<file path="src/rtl/evm_result_controller.sv">
// EVM mode/result controller: vote acknowledge, tally display
// and a sequential winner scan with tie detection.
module evm_result_controller #(
  parameter  int NUM_CAND    = 4,
  parameter  int CNT_W       = 4,
  parameter  int HOLD_CYCLES = 10,
  localparam int IDX_W       = $clog2(NUM_CAND)
) (
  input  logic                      clock,
  input  logic                      reset,
  input  logic                      mode,
  input  logic                      valid_vote_casted,
  input  logic [NUM_CAND*CNT_W-1:0] cand_votes,
  input  logic [NUM_CAND-1:0]       cand_button_press,
  input  logic                      show_winner,
  output logic [CNT_W-1:0]          result,
  output logic [IDX_W-1:0]          result_idx,
  output logic                      result_valid,
  output logic                      vote_ack,
  output logic                      tie
);

  localparam int HC_W = $clog2(HOLD_CYCLES + 1);
  localparam logic [HC_W-1:0]  HOLD_MAX = HC_W'(HOLD_CYCLES);
  localparam logic [IDX_W-1:0] LAST_IDX = IDX_W'(NUM_CAND - 1);

  typedef enum logic [2:0] {
    VOTE,
    ACK,
    RESULT,
    SCAN,
    WINNER
  } state_t;

  state_t            state_q, state_d;
  logic [HC_W-1:0]   hold_q, hold_d;
  logic [IDX_W-1:0]  sel_q, sel_d;
  logic [IDX_W-1:0]  scan_q, scan_d;
  logic [CNT_W-1:0]  max_q, max_d;
  logic [IDX_W-1:0]  widx_q, widx_d;
  logic              tacc_q, tacc_d;

  logic [CNT_W-1:0]  result_d;
  logic [IDX_W-1:0]  result_idx_d;
  logic              result_valid_d;
  logic              vote_ack_d;
  logic              tie_d;

  logic [CNT_W-1:0]  tally [NUM_CAND];
  logic              press;
  logic [IDX_W-1:0]  press_idx;
  logic [CNT_W-1:0]  scan_v;
  logic [CNT_W-1:0]  nmax;
  logic [IDX_W-1:0]  nwidx;
  logic              ntie;

  always_comb begin
    for (int i = 0; i < NUM_CAND; i++) begin
      tally[i] = cand_votes[i*CNT_W +: CNT_W];
    end
  end

  // Lowest-index button wins when several are pressed together
  always_comb begin
    press_idx = '0;
    for (int i = NUM_CAND - 1; i >= 0; i--) begin
      if (cand_button_press[i]) press_idx = IDX_W'(i);
    end
  end

  assign press = |cand_button_press;

  always_comb begin
    scan_v = tally[scan_q];
    nmax   = max_q;
    nwidx  = widx_q;
    ntie   = tacc_q;
    if (scan_q == '0) begin
      nmax  = scan_v;
      nwidx = '0;
      ntie  = 1'b0;
    end else if (scan_v > max_q) begin
      nmax  = scan_v;
      nwidx = scan_q;
      ntie  = 1'b0;
    end else if (scan_v == max_q) begin
      ntie  = 1'b1;
    end
  end

  always_comb begin
    state_d        = state_q;
    hold_d         = hold_q;
    sel_d          = sel_q;
    scan_d         = scan_q;
    max_d          = max_q;
    widx_d         = widx_q;
    tacc_d         = tacc_q;
    result_d       = result;
    result_idx_d   = result_idx;
    result_valid_d = result_valid;
    vote_ack_d     = vote_ack;
    tie_d          = tie;

    unique case (state_q)
      VOTE: begin
        result_d       = '0;
        result_idx_d   = '0;
        result_valid_d = 1'b0;
        vote_ack_d     = 1'b0;
        tie_d          = 1'b0;
        hold_d         = '0;
        if (mode) begin
          state_d = RESULT;
        end else if (valid_vote_casted) begin
          state_d    = ACK;
          hold_d     = HC_W'(1);
          result_d   = '1;
          vote_ack_d = 1'b1;
        end
      end

      ACK: begin
        if (mode) begin
          state_d    = RESULT;
          hold_d     = '0;
          result_d   = '0;
          vote_ack_d = 1'b0;
        end else if (valid_vote_casted) begin
          hold_d = HC_W'(1);
        end else if (hold_q == HOLD_MAX) begin
          state_d    = VOTE;
          hold_d     = '0;
          result_d   = '0;
          vote_ack_d = 1'b0;
        end else begin
          hold_d = hold_q + HC_W'(1);
        end
      end

      RESULT: begin
        if (!mode) begin
          state_d        = VOTE;
          result_d       = '0;
          result_idx_d   = '0;
          result_valid_d = 1'b0;
          tie_d          = 1'b0;
        end else if (show_winner) begin
          state_d        = SCAN;
          scan_d         = '0;
          result_d       = '0;
          result_idx_d   = '0;
          result_valid_d = 1'b0;
          tie_d          = 1'b0;
        end else if (press) begin
          sel_d          = press_idx;
          result_d       = tally[press_idx];
          result_idx_d   = press_idx;
          result_valid_d = 1'b1;
          tie_d          = 1'b0;
        end else if (result_valid) begin
          result_d = tally[sel_q];
        end
      end

      SCAN: begin
        if (!mode) begin
          state_d        = VOTE;
          result_d       = '0;
          result_idx_d   = '0;
          result_valid_d = 1'b0;
          tie_d          = 1'b0;
        end else begin
          max_d  = nmax;
          widx_d = nwidx;
          tacc_d = ntie;
          if (scan_q == LAST_IDX) begin
            state_d        = WINNER;
            result_d       = nmax;
            result_idx_d   = nwidx;
            result_valid_d = 1'b1;
            tie_d          = ntie;
          end else begin
            scan_d = scan_q + IDX_W'(1);
          end
        end
      end

      WINNER: begin
        if (!mode) begin
          state_d        = VOTE;
          result_d       = '0;
          result_idx_d   = '0;
          result_valid_d = 1'b0;
          tie_d          = 1'b0;
        end else if (show_winner) begin
          state_d        = SCAN;
          scan_d         = '0;
          result_d       = '0;
          result_idx_d   = '0;
          result_valid_d = 1'b0;
          tie_d          = 1'b0;
        end else if (press) begin
          state_d        = RESULT;
          sel_d          = press_idx;
          result_d       = tally[press_idx];
          result_idx_d   = press_idx;
          result_valid_d = 1'b1;
          tie_d          = 1'b0;
        end
      end

      default: begin
        state_d        = VOTE;
        hold_d         = '0;
        result_d       = '0;
        result_idx_d   = '0;
        result_valid_d = 1'b0;
        vote_ack_d     = 1'b0;
        tie_d          = 1'b0;
      end
    endcase
  end

  always_ff @(posedge clock or posedge reset) begin
    if (reset) begin
      state_q      <= VOTE;
      hold_q       <= '0;
      sel_q        <= '0;
      scan_q       <= '0;
      max_q        <= '0;
      widx_q       <= '0;
      tacc_q       <= 1'b0;
      result       <= '0;
      result_idx   <= '0;
      result_valid <= 1'b0;
      vote_ack     <= 1'b0;
      tie          <= 1'b0;
    end else begin
      state_q      <= state_d;
      hold_q       <= hold_d;
      sel_q        <= sel_d;
      scan_q       <= scan_d;
      max_q        <= max_d;
      widx_q       <= widx_d;
      tacc_q       <= tacc_d;
      result       <= result_d;
      result_idx   <= result_idx_d;
      result_valid <= result_valid_d;
      vote_ack     <= vote_ack_d;
      tie          <= tie_d;
    end
  end

endmodule

</file>
<file path="config.mk">
export PLATFORM = sky130hd
export DESIGN_NAME = evm_result_controller
export DESIGN_NICKNAME = d
export VERILOG_FILES = /design/src/rtl/evm_result_controller.sv
export SDC_FILE = /design/constraint.sdc
export NUM_CORES = 1
export LEC_CHECK = 0
export CAP_MARGIN = 15
export CORE_ASPECT_RATIO = 0.6
export CORE_UTILIZATION = 50
export DETAILED_ROUTE_END_ITERATION = 8
export PLACE_DENSITY = 0.78
export SYNTH_ARGS = -nofsm -noshare
export SYNTH_HDL_FRONTEND = slang
export SYNTH_SLANG_ARGS = --single-unit
export TNS_END_PERCENT = 50
</file>
<file path="constraint.sdc">
create_clock -name clock -period 3.6 [get_ports clock]
set_clock_uncertainty 0.1 [all_clocks]
set_input_delay 1.08 -clock clock [delete_from_list [all_inputs] [get_ports clock]]
set_output_delay 1.08 -clock clock [all_outputs]
set_load 0.02 [all_outputs]
</file>
==> results.py, run 1 <==
metrics = {
    "logic_synthesis": {
        "syn_area_um2": 2080,
        "ys_seq_area_share_pct": 32.5,
        "synth_cell_type_count": 56,
        "synth_area_per_cell_um2": 9.42,
        "ys.flop_type": "dfrtp_1",
        "synth_edf_count": 0,
        "syn_inst": 221,
        "yosysTopAreaCell": "dfrtp_1",
        "syn_nets": 254,
        "synth_warnings": 0,
        "synth.area.top_cells": "dfrtp_1, mux4_2, ha_1",
        "synth_top_area_share_pct": 32.5,
        "ys_ff_latch": 27,
        "async_flop_share_pct": 100,
    },
    "floorplanning": {
        "initial_core_util_pct": 54.4,
        "fp.dieW_um": 85.3,
        "std_cell_rows": 17,
        "die_area_um2": 4430,
        "die_height_um": 52.0,
        "io_pins": 34,
        "core-area_um2": 3830,
    },
    "drt": {
        "drc": 0,
        "viasPerCell": 6.10,
        "ant_nets": 0,
        "drtPass1Iterations": 5,
        "finalWirelength_um": 5590,
        "vias": 1964,
        "drt_iter0_markers": 241,
        "avgRoutedWirePerCell_um": 17.4,
    },
    "sta": {
        "holdWs_ps": 391,
        "worst_slew_pin_slew_ps": 581,
        "report.final.hold_viol_count": 0,
        "fmax_mhz": 284,
        "min_period_over_period_pct": 98.0,
        "rsz0062_at_grt": "false",
        "finalSetupViolCount": 0,
        "report.final.slew_viol_count": 0,
        "timing.slew.headroom_pct": 61.3,
        "layout_min_cycle_time_ps": 3530,
    },
    "power_and_ir_drop": {
        "p_leak_nw": 1.17,
        "p_per_area_nw_per_um2": 691,
        "total_power_mw": 1.85,
        "vdd_drop_max_mv": 0.306,
    },
    "job": {
        "drv_cap": 0,
    },
    "finish": {
        "diodes": 0,
        "drive_gt1_share_pct": 20.0,
        "final_util_pct": 69.8,
        "nNetsFinal": 309,
        "stdcell_count": 322,
        "syn_to_final_growth_pct": 28.4,
        "nFillCells": 292,
    },
    "placed_design": {
        "dpl.hpwl_um": 4430,
        "dp.cells": 318,
        "gp_congestion": 0.903,
        "numPortBuffers": 33,
    },
    "global_route": {
        "first_global_vias": 1789,
        "grt_use_met2_pct": 37.2,
        "grt_util_met3_pct": 8.89,
        "grt_use_total_pct": 27.0,
        "grt_max_degree": 28,
        "busiest_layer": "met1",
        "globalRouteOverflowTotal": 0,
        "antenna_found_initial": 0,
        "gr-usage-met1_pct": 40.2,
        "grt_pass1_wl_um": 8900,
    },
    "cts": {
        "holdBufCountCts": 0,
        "clkTransAtPathRegs_ps": 100,
        "clockBufferDepth": 2,
        "root_buffer": "clkbuf_8",
        "numCtsBuffers": 3,
        "cts-resized-gates": 0,
        "cts.sinks": 27,
        "clk_latency_ps": 280,
        "cts_tree": "built",
        "post_cts_buffers": 0,
        "ctsHtreeMaxLevel": 1,
    },
    "worst_setup_path": {
        "critPathCaptureType": "register",
        "path_class": "primary input to register",
        "path_max_fanout": 3,
        "rrSetupSlack_ps": 600,
        "critPathLaunchType": "primary input",
        "critPathArrivalTime_ps": 3600,
        "worstPathRequired_ps": 3670,
    },
    "outcome": {
        "outcome": "finished, final reports clean",
    },
    "min_path": {
        "hp-class": "register to register",
    },
}
## cell type report
class / count / area, µm² / share of cell area [%]
Clock buffer: 3 / 41.3 / 1.54
Timing Repair Buffer: 61 / 541 / 20.2
Clock inverter: 1 / 7.51 / 0.281
Tap cell: 47 / 58.8 / 2.20
Inverter: 13 / 48.8 / 1.83
Multi-Input combinational cell: 170 / 1300 / 48.6
Sequential cell: 27 / 676 / 25.3
## cell families after synthesis
kind of cell,share of synthesized area [%]
and+or+nand+nor,21.0
AOI/OAI and AO/OA,22.4
DFF,32.5
buffers and inverters,5.11
muxes,12.6
adders and majority gates,4.81
xor gates and xnor gates,1.68
## worst paths after layout
path                       cells past startpoint            from   endpoint
min in group asynchronous                      3           reset  result[2]
max in group asynchronous                      3           reset   sel_q[1]
max                                           10  cand_votes[13]  result[3]
min                                            2       result[3]  result[3]
min reg2reg                                    2       result[3]  result[3]
max reg2reg                                    9       scan_q[0]  result[3]
## critical path, stage by stage
cell and delay (ps):
clkdlybuf4s50_1 450, mux4_2 530, ha_1 320, nor2b_1 160, o2111a_1 260, nor3_4 200, buf_4 140, mux2i_1 90
nor3_1 280, o21ai_1 80
## sequential cells by signal, summed over array words and instances (netlist names)
register,flops
hold_q,4
max_q,4
result,4
result_idx,2
result_valid,1
scan_q,2
sel_q,2
state_q,3
tacc_q,1
tie,1
vote_ack,1
widx_q,2
## per-layer routing
metal,wire [µm],up-vias
met5,0,-
met4,45,0
met3,638,8
met2,2300,99
met1,2600,919
li1,-,938
## through the flow
step	area [µm²]	worst slack, ps	setup TNS (ps)
detailed placement	2620	-216	-904
global route	2670	7.16	0
finish	2670	73.5	0
global placement	2620	-124	-383
floorplan	2080	368	0
CTS	2670	87.4	0
## cells in the final DEF (no fill, tap or decap), drive strengths merged, types with 4 or more instances in the layout
| master | Yosys | routed |
|---|---|---|
| mux2i | 6 | 6 |
| a21oi | 12 | 12 |
| nand2 | 22 | 22 |
| a21o | 5 | 5 |
| xor2 | 4 | 4 |
| o21ai | 10 | 10 |
| nand3 | 7 | 7 |
| nor2 | 26 | 26 |
| inv | 13 | 13 |
| nor3 | 5 | 5 |
| a31oi | 4 | 4 |
| dfrtp | 27 | 27 |
| buf | 8 | 28 |
| clkdlybuf4s50 | 0 | 33 |
| mux4 | 8 | 8 |
| nor2b | 4 | 4 |
| ha | 8 | 8 |
## synthesized netlist by cell type, drive strengths merged (3+ instances only)
cell	number
nor3	5
o31ai	3
nor2b	4
mux2i	6
mux4	8
ha	8
a21oi	12
xor2	4
nor2	26
a32oi	3
o21ai	10
nand3	7
a31oi	4
buf	8
a211oi	3
a21o	5
nand2	22
clkbuf	3
o221ai	3
dfrtp	27
inv	13
a22o	3
## report_power, final
part | switching, mW | internal (mW)
Sequential | 0.159 | 0.405
Combinational | 0.532 | 0.568
Clock | 0.104 | 0.0788
Total | 0.795 | 1.05
Power figures use the tool's default switching activity.
==> run 2: changes to the inputs <==
--- a/config.mk
+++ b/config.mk
@@ -7,9 +7,10 @@
 export LEC_CHECK = 0
 export CAP_MARGIN = 15
 export CORE_ASPECT_RATIO = 0.6
-export CORE_UTILIZATION = 50
+export CORE_UTILIZATION = 35
+export CTS_CLUSTER_DIAMETER = 200
 export DETAILED_ROUTE_END_ITERATION = 8
-export PLACE_DENSITY = 0.78
+export PLACE_DENSITY = 0.59
 export SYNTH_ARGS = -nofsm -noshare
 export SYNTH_HDL_FRONTEND = slang
 export SYNTH_SLANG_ARGS = --single-unit
==> run 2 against run 1 <==
  * Die area rose by 41%
  * First-iteration DRC count is 49% lower
  * Non-clock buffer count increased by 6
  * Clock power rose by 2%
  * Largest power group unchanged
==> results.py, run 2 (synthesis results as in run 1) <==
metrics = {
    "outcome": {
        "outcome": "finished, final reports clean",
    },
    "finish": {
        "reg_top3": "hold_q: 4 flops, max_q: 4 flops, result: 4 flops",
        "drive_gt1_share_pct": 21.7,
        "nNetsFinal": 315,
        "final_common_cell": "buf_4",
        "final_cell_mix": "buf_4, clkdlybuf4s50_1, dfrtp_1",
        "diodes": 0,
        "syn_to_final_growth_pct": 32.5,
    },
    "cts": {
        "ctsHtreeMaxLevel": 1,
        "clk_latency_ps": 280,
        "cts_tree": "built",
        "holdBufCountCts": 0,
        "clockBufferDepth": 2,
        "post_cts_buffers": 0,
        "cts.sinks": 27,
        "root_buffer": "clkbuf_8",
        "numCtsBuffers": 3,
        "clkTransAtPathRegs_ps": 100,
        "cts-resized-gates": 0,
    },
    "global_route": {
        "first_global_vias": 1694,
        "globalRouteOverflowTotal": 0,
        "antenna_found_initial": 0,
        "grt_use_total_pct": 19.7,
        "grt_pass1_wl_um": 9080,
        "grt_max_degree": 28,
    },
    "sta": {
        "report.final.hold_viol_count": 0,
        "timing.slew.headroom_pct": 59.8,
        "layout_min_cycle_time_ps": 3410,
        "fmax_mhz": 293,
        "finalSetupViolCount": 0,
        "min_period_over_period_pct": 94.8,
        "worst_slack_ps": 188,
        "rsz0062_at_grt": "false",
        "report.final.slew_viol_count": 0,
        "worst_slew_pin_slew_ps": 603,
    },
    "worst_setup_path": {
        "critPathCaptureType": "register",
        "worstPathRequired_ps": 3680,
        "rr_startpoint": "scan_q[0]",
        "crit_start": "cand_votes[9]",
        "critPathArrivalTime_ps": 3490,
        "critPathBufInv": 2,
        "critical-path-top-delay-family": "simple AND/OR/NAND/NOR gates",
        "critPathLaunchType": "primary input",
        "path_max_fanout": 3,
        "path_class": "primary input to register",
        "cpMaxStageDelayCell": "mux4_2",
        "crit_chain": "clkdlybuf4s50_1 > mux4_2 > ha_1 > nor2b_1 > o2111a_1 > nor3_4 > buf_4 > mux2i_1 > nor3_1 > o21ai_1",
        "slowest_delay_ps": 490,
    },
    "drt": {
        "vias": 1937,
        "ant_nets": 0,
        "drtPass1Iterations": 4,
        "drt_iter0_markers": 122,
        "avgRoutedWirePerCell_um": 16.2,
        "viasPerCell": 5.37,
        "drc": 0,
        "finalWirelength_um": 5840,
    },
    "floorplanning": {
        "std_cell_rows": 21,
        "io_pins": 34,
        "fp.dieW_um": 102,
        "initial_core_util_pct": 36.9,
        "die_area_um2": 6270,
        "die_height_um": 61.7,
        "core-area_um2": 5650,
    },
    "job": {
        "drv_cap": 0,
    },
    "placed_design": {
        "gp_congestion": 0.854,
        "numPortBuffers": 33,
        "place_ws_ps": -128,
        "dpl.hpwl_um": 4610,
    },
    "power_and_ir_drop": {
        "total_power_mw": 1.87,
        "p_per_area_nw_per_um2": 679,
        "p_leak_nw": 1.20,
        "vdd_drop_max_mv": 0.320,
    },
    "min_path": {
        "hp-class": "register to register",
        "hp-start": "result[3]",
    },
}
-- run 2: changes by cell type in the layout (fill, tap and decap cells not counted) --
cell / before / now
buf_4: 28 / 34
-- run 2: stage by stage --
stage,setup TNS (ps),instance area (µm²),hold WS (ps),std cells,util (%)
6_report,0,2760,389,361,48.8
5_1_grt,0,2760,422,361,48.8
4_1_cts,0,2760,398,361,48.8
3_5_place_dp,-468,2710,366,357,48.0
3_3_place_gp,-378,2710,366,357,48.0
2_1_floorplan,0,2080,348,221,-
-- run 2: path summary, 6_finish.rpt --
path	endpoint	slack (ps)	cells past startpoint
max in group asynchronous	state_q[1]	2080	3
worst min register to register	result[3]	390	2
min in group asynchronous	hold_q[1]	1050	3
worst min-delay path	result[3]	390	2
worst max register to register	result[3]	670	9
worst max-delay path	result[3]	190	10
-- run 2: power by group --
part	switching, mW	total [mW]	internal [mW]
registers	0.165	0.570	0.405
clock network	0.108	0.187	0.0790
logic	0.530	1.12	0.586
-- run 2: cell type report --
cell class	count	area, µm²
Inverter	13	48.8
Fill cell	544	2890
Multi-Input combinational cell	170	1300
Tap cell	80	100
Clock buffer	3	41.3
Sequential cell	27	676
Timing Repair Buffer	67	586
Clock inverter	1	7.51
-- run 2: worst reg2reg max path: stages, from the launching register on --
cell	delay (ps)
dfrtp_1	650
mux4_2	590
ha_1	320
nor2b_1	150
o2111a_1	270
nor3_4	200
buf_4	150
mux2i_1	70
nor3_1	260
o21ai_1	80
-- run 2: layer usage --
metal  GRT usage [%]  wire, µm  vias to the layer above
met5               0         0                        -
met4            2.90        15                        0
met3            3.91       471                        2
met2            24.0      2090                       71
met1            33.9      3260                      911
li1                -         -                      953
